$ cat config.mk
export PLATFORM = sky130hd
export DESIGN_NAME = uart_rx_flat
export DESIGN_NICKNAME = d
export VERILOG_FILES = /design/src/rtl/uart_rx_if.sv /design/src/rtl/uart_rx.sv /design/src/flat_wrapper.sv
export SDC_FILE = /design/constraint.sdc
export NUM_CORES = 1
export LEC_CHECK = 0
export CORE_MARGIN = 2
export CORE_UTILIZATION = 50
export CTS_CLUSTER_DIAMETER = 60
export DETAILED_ROUTE_END_ITERATION = 6
export PLACE_DENSITY = 0.68
export SLEW_MARGIN = 20
export SYNTH_ARGS = -nofsm -noshare
export SYNTH_HDL_FRONTEND = slang
export SYNTH_SLANG_ARGS = --single-unit
$ cat constraint.sdc
create_clock -name i_clk -period 2.23 [get_ports i_clk]
set_input_delay 0.5575 -clock i_clk [delete_from_list [all_inputs] [get_ports i_clk]]
set_output_delay 0.5575 -clock i_clk [all_outputs]
set_load 0.005 [all_outputs]
$ cat src/rtl/uart_rx_if.sv
// rtl/uart_rx_if.sv - serial-in / byte-out signal bundle for uart_rx
//
// Purpose: groups the serial line input and the received-byte outputs of
//          uart_rx so the receiver and its consumer share one connection.
// Signals:
//   i_rx          serial line, idle high, asynchronous to the receiver clock
//   o_data        last good byte received
//   o_data_valid  one-cycle pulse, o_data is valid this cycle
//   o_frame_err   one-cycle pulse, stop bit sampled low
//   o_busy        receiver is inside a frame (or waiting out a break)
//   o_parity_err  one-cycle pulse with o_data_valid when even parity fails
//                 (present only when UART_RX_PARITY_EN is defined)
// Modports:
//   slave   the receiver (uart_rx)
//   master  the line driver / byte consumer
interface uart_rx_if;
   logic       i_rx;
   logic [7:0] o_data;
   logic       o_data_valid;
   logic       o_frame_err;
   logic       o_busy;
`ifdef UART_RX_PARITY_EN
   logic       o_parity_err;
`endif

`ifdef UART_RX_PARITY_EN
   modport slave (
      input  i_rx,
      output o_data, o_data_valid, o_frame_err, o_busy, o_parity_err
   );
   modport master (
      output i_rx,
      input  o_data, o_data_valid, o_frame_err, o_busy, o_parity_err
   );
`else
   modport slave (
      input  i_rx,
      output o_data, o_data_valid, o_frame_err, o_busy
   );
   modport master (
      output i_rx,
      input  o_data, o_data_valid, o_frame_err, o_busy
   );
`endif
endinterface

$ cat src/rtl/uart_rx.sv
// rtl/uart_rx.sv - asynchronous serial receiver, 8N1 (8E1 with parity option)
//
// Purpose: receives frames on an idle-high serial line and presents each
//          good byte as a one-cycle valid pulse. No buffering; the consumer
//          must capture o_data in the cycle o_data_valid is high.
// Configuration macro: UART_RX_PARITY_EN
//   undefined : 8N1 frames, no parity state, no o_parity_err signal
//   defined   : 8E1 frames, parity bit sampled between data and stop,
//               o_parity_err pulses alongside o_data_valid on a parity miss
// Parameters:
//   CLKS_PER_BIT  i_clk cycles per serial bit (>= 4)
//   CNT_W         bit-period counter width (2**CNT_W > CLKS_PER_BIT)
// Ports:
//   i_clk         clock
//   i_rst         synchronous, active-high reset
//   rx_if.slave   i_rx in; o_data, o_data_valid, o_frame_err, o_busy
//                 (and o_parity_err) out
module uart_rx #(
   parameter int CLKS_PER_BIT = 104,
   parameter int CNT_W        = 16
) (
   input  logic    i_clk,
   input  logic    i_rst,
   uart_rx_if.slave rx_if
);

   // Start bit is checked at its middle; from there each full bit period
   // lands on the middle of the next bit.
   localparam logic [CNT_W-1:0] HALF = CNT_W'((CLKS_PER_BIT - 1) / 2);
   localparam logic [CNT_W-1:0] LAST = CNT_W'(CLKS_PER_BIT - 1);

   typedef enum logic [2:0] {
      S_IDLE   = 3'd0,
      S_START  = 3'd1,
      S_DATA   = 3'd2,
      S_STOP   = 3'd3,
      S_BREAK  = 3'd4
`ifdef UART_RX_PARITY_EN
      ,
      S_PARITY = 3'd5
`endif
   } state_t;

   state_t           state_q, state_d;
   logic             sync1_q, sync1_d;
   logic             sync2_q, sync2_d;
   logic [CNT_W-1:0] cnt_q, cnt_d;
   logic [2:0]       idx_q, idx_d;
   logic [7:0]       shift_q, shift_d;
   logic [7:0]       data_q, data_d;
   logic             valid_q, valid_d;
   logic             ferr_q, ferr_d;
   logic             busy_q, busy_d;
`ifdef UART_RX_PARITY_EN
   logic             par_q, par_d;
   logic             perr_q, perr_d;
`endif

   logic rx_s;
   assign rx_s = sync2_q;

   always_comb begin
      sync1_d = rx_if.i_rx;
      sync2_d = sync1_q;
      state_d = state_q;
      cnt_d   = cnt_q;
      idx_d   = idx_q;
      shift_d = shift_q;
      data_d  = data_q;
      valid_d = 1'b0;
      ferr_d  = 1'b0;
`ifdef UART_RX_PARITY_EN
      par_d   = par_q;
      perr_d  = 1'b0;
`endif

      case (state_q)
         S_IDLE: begin
            cnt_d = '0;
            if (!rx_s) begin
               state_d = S_START;
            end
         end

         S_START: begin
            if (cnt_q == HALF) begin
               cnt_d = '0;
               if (rx_s) begin
                  // Line went back high before mid start bit: a glitch.
                  state_d = S_IDLE;
               end else begin
                  state_d = S_DATA;
                  idx_d   = 3'd0;
               end
            end else begin
               cnt_d = cnt_q + CNT_W'(1);
            end
         end

         S_DATA: begin
            if (cnt_q == LAST) begin
               cnt_d          = '0;
               shift_d[idx_q] = rx_s;
               idx_d          = idx_q + 3'd1;
               if (idx_q == 3'd7) begin
`ifdef UART_RX_PARITY_EN
                  state_d = S_PARITY;
`else
                  state_d = S_STOP;
`endif
               end
            end else begin
               cnt_d = cnt_q + CNT_W'(1);
            end
         end

`ifdef UART_RX_PARITY_EN
         S_PARITY: begin
            if (cnt_q == LAST) begin
               cnt_d   = '0;
               par_d   = rx_s;
               state_d = S_STOP;
            end else begin
               cnt_d = cnt_q + CNT_W'(1);
            end
         end
`endif

         S_STOP: begin
            if (cnt_q == LAST) begin
               cnt_d = '0;
               if (rx_s) begin
                  data_d  = shift_q;
                  valid_d = 1'b1;
`ifdef UART_RX_PARITY_EN
                  // Even parity: parity bit must equal XOR of the data bits.
                  perr_d  = par_q ^ (^shift_q);
`endif
                  // Leaving at mid stop bit lets an immediately following
                  // start bit be caught with no idle gap.
                  state_d = S_IDLE;
               end else begin
                  ferr_d  = 1'b1;
                  state_d = S_BREAK;
               end
            end else begin
               cnt_d = cnt_q + CNT_W'(1);
            end
         end

         S_BREAK: begin
            // A line held low must not be read as a stream of zero frames.
            cnt_d = '0;
            if (rx_s) begin
               state_d = S_IDLE;
            end
         end

         default: begin
            cnt_d   = '0;
            state_d = S_IDLE;
         end
      endcase

      busy_d = (state_d != S_IDLE);
   end

   always_ff @(posedge i_clk) begin
      if (i_rst) begin
         sync1_q <= 1'b1;
         sync2_q <= 1'b1;
         state_q <= S_IDLE;
         cnt_q   <= '0;
         idx_q   <= 3'd0;
         shift_q <= 8'h00;
         data_q  <= 8'h00;
         valid_q <= 1'b0;
         ferr_q  <= 1'b0;
         busy_q  <= 1'b0;
`ifdef UART_RX_PARITY_EN
         par_q   <= 1'b0;
         perr_q  <= 1'b0;
`endif
      end else begin
         sync1_q <= sync1_d;
         sync2_q <= sync2_d;
         state_q <= state_d;
         cnt_q   <= cnt_d;
         idx_q   <= idx_d;
         shift_q <= shift_d;
         data_q  <= data_d;
         valid_q <= valid_d;
         ferr_q  <= ferr_d;
         busy_q  <= busy_d;
`ifdef UART_RX_PARITY_EN
         par_q   <= par_d;
         perr_q  <= perr_d;
`endif
      end
   end

   assign rx_if.o_data       = data_q;
   assign rx_if.o_data_valid = valid_q;
   assign rx_if.o_frame_err  = ferr_q;
   assign rx_if.o_busy       = busy_q;
`ifdef UART_RX_PARITY_EN
   assign rx_if.o_parity_err = perr_q;
`endif

endmodule

$ cat src/flat_wrapper.sv
// flat-port wrapper written by rule: the top's interface ports become plain ports
module uart_rx_flat 
#(
   parameter int CLKS_PER_BIT = 104,
   parameter int CNT_W        = 16
)
  (i_clk, i_rst, rx_if_i_rx, rx_if_o_data, rx_if_o_data_valid, rx_if_o_frame_err, rx_if_o_busy);
  uart_rx_if rx_if_i ();
  input  logic i_clk;
  input  logic i_rst;
  input wire logic [$bits(rx_if_i.i_rx)-1:0] rx_if_i_rx;
  output wire logic [$bits(rx_if_i.o_data)-1:0] rx_if_o_data;
  output wire logic [$bits(rx_if_i.o_data_valid)-1:0] rx_if_o_data_valid;
  output wire logic [$bits(rx_if_i.o_frame_err)-1:0] rx_if_o_frame_err;
  output wire logic [$bits(rx_if_i.o_busy)-1:0] rx_if_o_busy;
  assign rx_if_i.i_rx = rx_if_i_rx;
  assign rx_if_o_data = rx_if_i.o_data;
  assign rx_if_o_data_valid = rx_if_i.o_data_valid;
  assign rx_if_o_frame_err = rx_if_i.o_frame_err;
  assign rx_if_o_busy = rx_if_i.o_busy;
  uart_rx #(.CLKS_PER_BIT(CLKS_PER_BIT), .CNT_W(CNT_W)) u_core (.i_clk(i_clk), .i_rst(i_rst), .rx_if(rx_if_i));
endmodule
==> out/results.env, run 1 <==
ASYNC_RESET_FF_SHARE_PCT=0
SYNTH.YOSYS.WARNINGS=0
POSTSYNTHREGISTERBITS=43
DETAILEDPLACEMENTHPWL_UM=2665
NETLIST_AREA_UM2=2007
POWER_DENSITY_nW_PER_UM2=549.7
CP_DATA_ARRIVAL_TIME_PS=2240
DETAIL-ROUTE-ANTENNA-NETS=0
ANTENNA_VIOLATIONS_BEFORE_REPAIR=0
CRITICAL_PATH.SLOWEST_CELL='sky130_fd_sc_hd__or4b_4'
GRT_MAX_DEGREE=17
CTS_MAX_LEVEL=2
REG2REG_DEPTH=6
R2R_END='u_core.rx_if.o_data[0]$_SDFFE_PP0P_'
SYN_AVG_CELL_AREA_UM2=9.206
GP_CONGESTION=0.7618
CRITICAL_PATH.STARTPOINT_TYPE='flip-flop'
GLOBAL_ROUTE.OVERFLOW_TOTAL=0
CTS_SINKS=43
SLEW_HEADROOM_PCT=65.87
CTS_ROOT_BUF='sky130_fd_sc_hd__clkbuf_8'
VIAS_PER_CELL=5.464
CLK_TRANSITION_REPORTED_PATHS_PS=80
GLOBAL_ROUTE.USAGE.TOTAL_PCT=18.73
FINALMAXSLEWVIOLATIONS=0
HP-CLASS='flip-flop to flip-flop'
TRITONCTS_BUFFERS=5
TIMING_WORST_SLEW_PIN_VALUE_PS=504.9
CLOCKBUFFERDEPTH=2
N_ANTENNA_CELL=0
NUMBER_OF_DIFFERENT_LIBRARY_CELLS_IN_THE_POST_SYNTHESIS_NETLIST=42
FIRSTDRTPASSITERS=4
WORST-SETUP-PATH-TYPE='flip-flop to flip-flop'
WORST_HOLD_STAGES=1
REG2REG_FROM='u_core.cnt_q[0]$_SDFF_PP0_'
DETAILEDROUTE.FIRSTITERATIONVIOLATIONS=152
CRITICAL_PATH.MAX_STAGE_DELAY_PS=490
SETUP_VIOL_COUNT_FINAL=0
FINAL.SETUP_SKEW_PS=9.424
X_DIMENSION_OF_THE_DIE_UM=67.36
SYN_NETS=224
POST_ROUTE_CELLS_DRIVE_ABOVE_1_SHARE_PCT=12.03
ROUTE.FINAL.WIRE_LENGTH_UM=3875
RESULT_OF_THE_RUN='finished clean'
INITIAL_CORE_UTIL_PCT=50.90
PIN_COUNT=14
AREAGROWTHSYNTHTOFINISH_PCT=17.33
SYN-INSTANCE-COUNT=218
TIMING.FINAL.CRIT_SHARE_PCT=91.89
DPL_CELL_AREA_UM2=2251
NNETSFINAL=246
REG2REG_SLACK_PS=180
DRV_CAP=0
FINAL_DESIGN_AREA_NO_FILL_UM2=2355
BUFFER_PORTS.INSERTED=13
CLOCK.FMAX_MHz=488.0
HOLD-PATH-ENDPOINT='u_core.rx_s$_SDFF_PP1_'
SYNTH-EDFF-COUNT=0
FINALHOLDVIOLCOUNT=0
TMIN_FINAL_PS=2049
GRT_PASS1_WL_UM=6361
COREAREA_UM2=3943
TIMING.HOLD.WS_PS=429.4
SEQ_AREA_FRAC_SYNTH_PCT=42.89
IR_WORST_VDD_uV=368.2
POST-CTS-SETUP-BUFFERS=0
POWER.LEAKAGE_uW=0.0008457
WORSTPATHCELLLIST='ha_1 > or4b_4 > nor4_4 > buf_4 > nand3_4 > mux2i_1'
FINAL_ROUTED_DRC_VIOLATION_TOTAL=0
END_KIND='flip-flop'
WORST_EP_REQUIRED_TIME_PS=2420
DIEAREA_UM2=4537
NUM_VIAS=1590
CLKLATENCYLATEPIN_PS=300
PLACEMENT_ROWS=23
HOLD_PATH.STARTPOINT='u_core.sync1_q$_SDFF_PP1_'
DIEHEIGHT_UM=67.36
MOST_USED_DFF_POST_SYNTH='sky130_fd_sc_hd__dfxtp_1'
CTS_TREE='done'
ROUTE.DETAILED.WL_PER_INST_UM=13.32
CRIT_PATH_MAX_FANOUT=8
GRT_SETUP_UNREPAIRED='no'
VIA_COUNT_OF_THE_FIRST_GLOBAL_ROUTING_PASS=1386
## metrics by stage
step                      cells  power [uW]  setup TNS (ps)  setup WS, ps  utilization (%)
final                       291        1294               0         180.8            59.73
after floorplan             218       812.5               0         212.2                -
after detailed placement    283       824.7          -10.64        -10.64            57.09
after global placement      283       825.0               0         72.67            57.09
after global routing        291        1339               0         23.23            59.73
after CTS                   291        1300               0         49.48            59.54
## synth_stat cells (2+ instances only)
library cell	n	area (um^2)
sky130_fd_sc_hd__or3_1	6	37.54
sky130_fd_sc_hd__nand2_1	28	105.1
sky130_fd_sc_hd__inv_1	5	18.77
sky130_fd_sc_hd__clkbuf_1	9	33.78
sky130_fd_sc_hd__nor4_1	7	43.79
sky130_fd_sc_hd__nor2_1	17	63.81
sky130_fd_sc_hd__nor4b_1	5	43.79
sky130_fd_sc_hd__or2_2	2	12.51
sky130_fd_sc_hd__nand4b_1	2	17.52
sky130_fd_sc_hd__nor3b_1	4	30.03
sky130_fd_sc_hd__xnor2_1	3	26.28
sky130_fd_sc_hd__nand2b_1	2	12.51
sky130_fd_sc_hd__ha_1	3	37.54
sky130_fd_sc_hd__dfxtp_1	43	860.8
sky130_fd_sc_hd__and4b_1	2	20.02
sky130_fd_sc_hd__mux2i_1	18	180.2
sky130_fd_sc_hd__and4_1	4	35.03
sky130_fd_sc_hd__a21oi_1	4	20.02
sky130_fd_sc_hd__o21ai_0	5	25.02
sky130_fd_sc_hd__nor3_1	2	10.01
sky130_fd_sc_hd__nand4_1	8	50.05
sky130_fd_sc_hd__xor2_1	8	70.07
sky130_fd_sc_hd__nor2b_1	3	18.77
sky130_fd_sc_hd__and2_1	2	12.51
sky130_fd_sc_hd__nand3_1	9	45.04
## cell usage in the layout, fill, tap and decap left out, drive strengths merged, types with 6 or more instances in the layout
master         netlist  layout
xor2                 8       8
clkbuf               9       6
nor4b                6       6
nand4                8       8
clkdlybuf4s50        0      13
nand2               28      28
nor2                17      17
nand3               10      10
or3                  6       6
nor4                 9       9
buf                  2      13
dfxtp               43      43
mux2i               18      18
## report_power, final
part	internal, uW	total [uW]	switching (uW)
Sequential	772	777	5.34
Combinational	13.0	30.7	17.7
Clock	219	487	268
## layout make-up
type,instances,area [um^2]
Tap cell,50,62.56
Fill cell,364,1588
Clock inverter,2,12.51
Sequential cell,43,860.8
Clock buffer,6,72.57
Multi-Input combinational cell,159,1100
Inverter,5,18.77
Timing Repair Buffer,26,227.7
## critical path: cells and delay by family (launching register included)
kind,cells,cell delay [ps]
buf+inv,1,200
mux,1,160
flops,1,370
fa+ha+maj,1,170
simple gates,3,1030
## registers in the layout (all words and copies together), names as in the netlist
signal / cells
u_core.rx_if.o_frame_err: 1
u_core.rx_if.o_data: 8
u_core.idx_q: 3
u_core.rx_if.o_data_valid: 1
u_core.rx_s: 1
u_core.rx_if.o_busy: 1
u_core.sync1_q: 1
u_core.state_q: 3
u_core.shift_q: 8
u_core.cnt_q: 16
## per-layer routing
layer	global-route usage [%]	vias up	wire length (um)
li1	-	833	-
met1	26.36	726	2101
met2	27.23	27	1600
met3	5.000	4	119
met4	7.143	0	55
met5	0	-	0
## cells by family (layout without fill, tap and decap cells)
group | after synthesis | after routing | share of synthesized area (%)
and+or+nand+nor | 111 | 111 | 32.79
DFF | 43 | 43 | 42.89
muxes | 18 | 18 | 8.977
AOI/OAI and AO/OA | 16 | 16 | 5.424
buffers and inverters | 16 | 39 | 3.242
xor gates and xnor gates | 11 | 11 | 4.801
adders and majority gates | 3 | 3 | 1.871
## worst max path at each step
stage | startpoint | endpoint | slack, ps | cells past startpoint
2_1_floorplan | u_core.cnt_q[0]$_SDFF_PP0_ | u_core.cnt_q[10]$_SDFF_PP0_ | 210 | 6
3_3_place_gp | u_core.cnt_q[0]$_SDFF_PP0_ | u_core.cnt_q[2]$_SDFF_PP0_ | 70 | 5
3_5_place_dp | u_core.cnt_q[0]$_SDFF_PP0_ | u_core.cnt_q[14]$_SDFF_PP0_ | -10 | 5
4_1_cts | u_core.cnt_q[0]$_SDFF_PP0_ | u_core.rx_if.o_data[0]$_SDFFE_PP0P_ | 50 | 6
5_1_grt | u_core.cnt_q[4]$_SDFF_PP0_ | u_core.idx_q[0]$_SDFFE_PP0P_ | 20 | 4
6_report | u_core.cnt_q[0]$_SDFF_PP0_ | u_core.rx_if.o_data[0]$_SDFFE_PP0P_ | 180 | 6
## what timing repair did
action	4_1_cts	5_1_grt
hold buffers	0	0
resized for setup	1	1
setup endpoints to repair	4	8
gates cloned	0	0
No activity file was read; power rests on OpenSTA's default activity.
==> run 2, diff against run 1 <==
--- a/config.mk
+++ b/config.mk
@@ -9,6 +9,7 @@
 export CORE_UTILIZATION = 50
 export CTS_CLUSTER_DIAMETER = 60
 export DETAILED_ROUTE_END_ITERATION = 6
+export MAX_ROUTING_LAYER = met4
 export PLACE_DENSITY = 0.68
 export SLEW_MARGIN = 20
 export SYNTH_ARGS = -nofsm -noshare
==> run 2 against run 1 <==
Critical path depth unchanged. Flip-flop and latch count unchanged. Sequential power about the same. Utilization did not move. Critical endpoint unchanged.
==> out/results.env, run 2 (synthesis gave the netlist of run 1 again) <==
RESULT_OF_THE_RUN='finished clean'
FINAL_ROUTED_DRC_VIOLATION_TOTAL=0  # unchanged
ROUTE.FINAL.WIRE_LENGTH_UM=3840  # -0.90%
ROUTE.DETAILED.WL_PER_INST_UM=13.20  # -0.90%
GRT_MAX_DEGREE=17  # unchanged
POWER.LEAKAGE_uW=0.0008457  # unchanged
SETUP_VIOL_COUNT_FINAL=0  # unchanged
AREAGROWTHSYNTHTOFINISH_PCT=17.33  # unchanged
CP_DATA_ARRIVAL_TIME_PS=2240  # about the same
SEQ_POWER_SHARE_PCT=60.1  # about the same
POST_ROUTE_CELLS_DRIVE_ABOVE_1_SHARE_PCT=12.03  # unchanged
CTS_SINKS=43  # unchanged
INITIAL_CORE_UTIL_PCT=50.90  # unchanged
POWER_DENSITY_nW_PER_UM2=548.5  # -0.20%
DETAIL-ROUTE-ANTENNA-NETS=0  # unchanged
LAYOUT.CELLS.MOST_COMMON='sky130_fd_sc_hd__dfxtp_1'
CLOCK.FMAX_MHz=488.0  # about the same
SLEW_HEADROOM_PCT=65.86  # about the same
SHARE_CLK_OF_TOTAL_POWER_PCT=37.5  # about the same
CELLINTERNALPOWER_uW=1003  # about the same
CTS_MAX_LEVEL=2  # unchanged
FIRSTDRTPASSITERS=4  # unchanged
NNETSFINAL=246  # unchanged
VIA_COUNT_OF_THE_FIRST_GLOBAL_ROUTING_PASS=1392  # +0.43%
WORST-SETUP-PATH-TYPE='flip-flop to flip-flop'
VIAS_PER_CELL=5.488  # +0.44%
BUFFER_PORTS.INSERTED=13  # unchanged
FINAL.SETUP_SKEW_PS=8.244  # -1.180 ps
CTS_TREE='done'
CTS-HOLD-FIX-BUFFERS=0  # unchanged
CRIT_PATH_MAX_FANOUT=8  # unchanged
DIEHEIGHT_UM=67.36  # unchanged
GLOBAL_ROUTE.OVERFLOW_TOTAL=0  # unchanged
X_DIMENSION_OF_THE_DIE_UM=67.36  # unchanged
N_ANTENNA_CELL=0  # unchanged
PLACEMENT_ROWS=23  # unchanged
PLACED_CELLS_INCL_TAPS=283  # unchanged
DETAILEDPLACEMENTHPWL_UM=2665  # unchanged
DIEAREA_UM2=4537  # unchanged
END_KIND='flip-flop'
POWER.SHARE.SWITCHING_PCT=22.31  # -0.15 points
FINALHOLDVIOLCOUNT=0  # unchanged
TIMING_WORST_SLEW_PIN_VALUE_PS=504.9  # +0.04077 ps
P_COMB_SHARE_PCT=2.4  # about the same
CRITICAL_PATH.STARTPOINT_TYPE='flip-flop'
NUM_VIAS=1597  # +0.44%
TRITONCTS_BUFFERS=5  # unchanged
COREAREA_UM2=3943  # unchanged
GRT_SETUP_UNREPAIRED='no'
CLOCKBUFFERDEPTH=2  # unchanged
LAYOUT_COMMON_CELLS='43 x sky130_fd_sc_hd__dfxtp_1, 28 x sky130_fd_sc_hd__nand2_1, 18 x sky130_fd_sc_hd__mux2i_1'
LARGEST_REG_FLOPS=16  # unchanged
CLKLATENCYLATEPIN_PS=300  # about the same
HP-CLASS='flip-flop to flip-flop'
TMIN_FINAL_PS=2049  # -0.09200 ps
NET-SWITCHING-POWER_uW=288.2  # -0.89%
TIMING.FINAL.CRIT_SHARE_PCT=91.89  # about the same
FINAL_CELLS=291  # unchanged
PIN_COUNT=14  # unchanged
TOP_REGISTER_BY_NUMBER_OF_FLIP_FLOPS='u_core.cnt_q'
GLOBAL_ROUTE.USAGE.TOTAL_PCT=19.27  # +0.54 points
DRV_CAP=0  # unchanged
ANTENNA_VIOLATIONS_BEFORE_REPAIR=0  # unchanged
WORST_EP_REQUIRED_TIME_PS=2420  # about the same
CTS_ROOT_BUF='sky130_fd_sc_hd__clkbuf_8'
CLK_TRANSITION_REPORTED_PATHS_PS=80  # about the same
FINALMAXSLEWVIOLATIONS=0  # unchanged
GP_CONGESTION=0.7719  # +1.3%
GRT_PASS1_WL_UM=6361  # unchanged
TIMING.HOLD.WS_PS=428.8  # -0.6280 ps
IR_WORST_VDD_uV=367.9  # about the same
DETAILEDROUTE.FIRSTITERATIONVIOLATIONS=132  # -13%
==> run 2: cell counts in the layout (fill, tap and decap cells not counted) <==
No cell type changed its count.
==> run 2: final cells by class <==
class                           count  area [um^2]
Clock buffer                        6        72.57
Clock inverter                      2        12.51
Fill cell                         364         1588
Inverter                            5        18.77
Multi-Input combinational cell    159         1100
Sequential cell                    43        860.8
Tap cell                           50        62.56
Timing Repair Buffer               26        227.7
==> run 2: per-layer routing <==
metal	vias up	global-route usage, %	share of wire (%)
li1	833	-	-
met1	737	26.36	54
met2	23	27.23	42
met3	4	5.000	2.9
met4	0	7.143	1.4
met5	-	-	0
==> run 2: worst paths after layout <==
check	startpoint	slack (ps)	end	depth (start not counted)
min reg2reg	u_core.sync1_q$_SDFF_PP1_	430	u_core.rx_s$_SDFF_PP1_	1
max reg2reg	u_core.cnt_q[0]$_SDFF_PP0_	180	u_core.rx_if.o_data[0]$_SDFFE_PP0P_	6
min	u_core.sync1_q$_SDFF_PP1_	430	u_core.rx_s$_SDFF_PP1_	1
max	u_core.cnt_q[0]$_SDFF_PP0_	180	u_core.rx_if.o_data[0]$_SDFFE_PP0P_	6
==> run 2: power groups by stage <==
stage | Sequential [uW] | Clock, uW | Combinational (uW)
6_report | 777 | 484 | 30.6
5_1_grt | 778 | 528 | 34.1
4_1_cts | 776 | 493 | 31.0
3_5_place_dp | 795 | 0 | 30.2
3_3_place_gp | 795 | 0 | 30.4
2_1_floorplan | 792 | 0 | 20.7
==> run 2: stage by stage <==
stage	setup slack (ps)	util (%)	setup TNS, ps	area, um^2	total power, uW
floorplan	212.2	-	0	2007	812.5
CTS	49.48	59.54	0	2347	1300
global route	23.10	59.73	0	2355	1339
global placement	72.67	57.09	0	2251	825.0
finish	180.9	59.73	0	2355	1292
detailed placement	-10.64	57.09	-10.64	2251	824.7
==> run 2: critical path, cell delays in order (launching register included) <==
cell and delay (ps):
sky130_fd_sc_hd__dfxtp_1 370, sky130_fd_sc_hd__ha_1 170, sky130_fd_sc_hd__or4b_4 490, sky130_fd_sc_hd__nor4_4 380
sky130_fd_sc_hd__buf_4 200, sky130_fd_sc_hd__nand3_4 160, sky130_fd_sc_hd__mux2i_1 160
==> run 2: repair_timing <==
item                       in CTS  in global routing
setup buffers                   0                  0
setup endpoints to repair       4                  8
gates resized for setup         1                  1
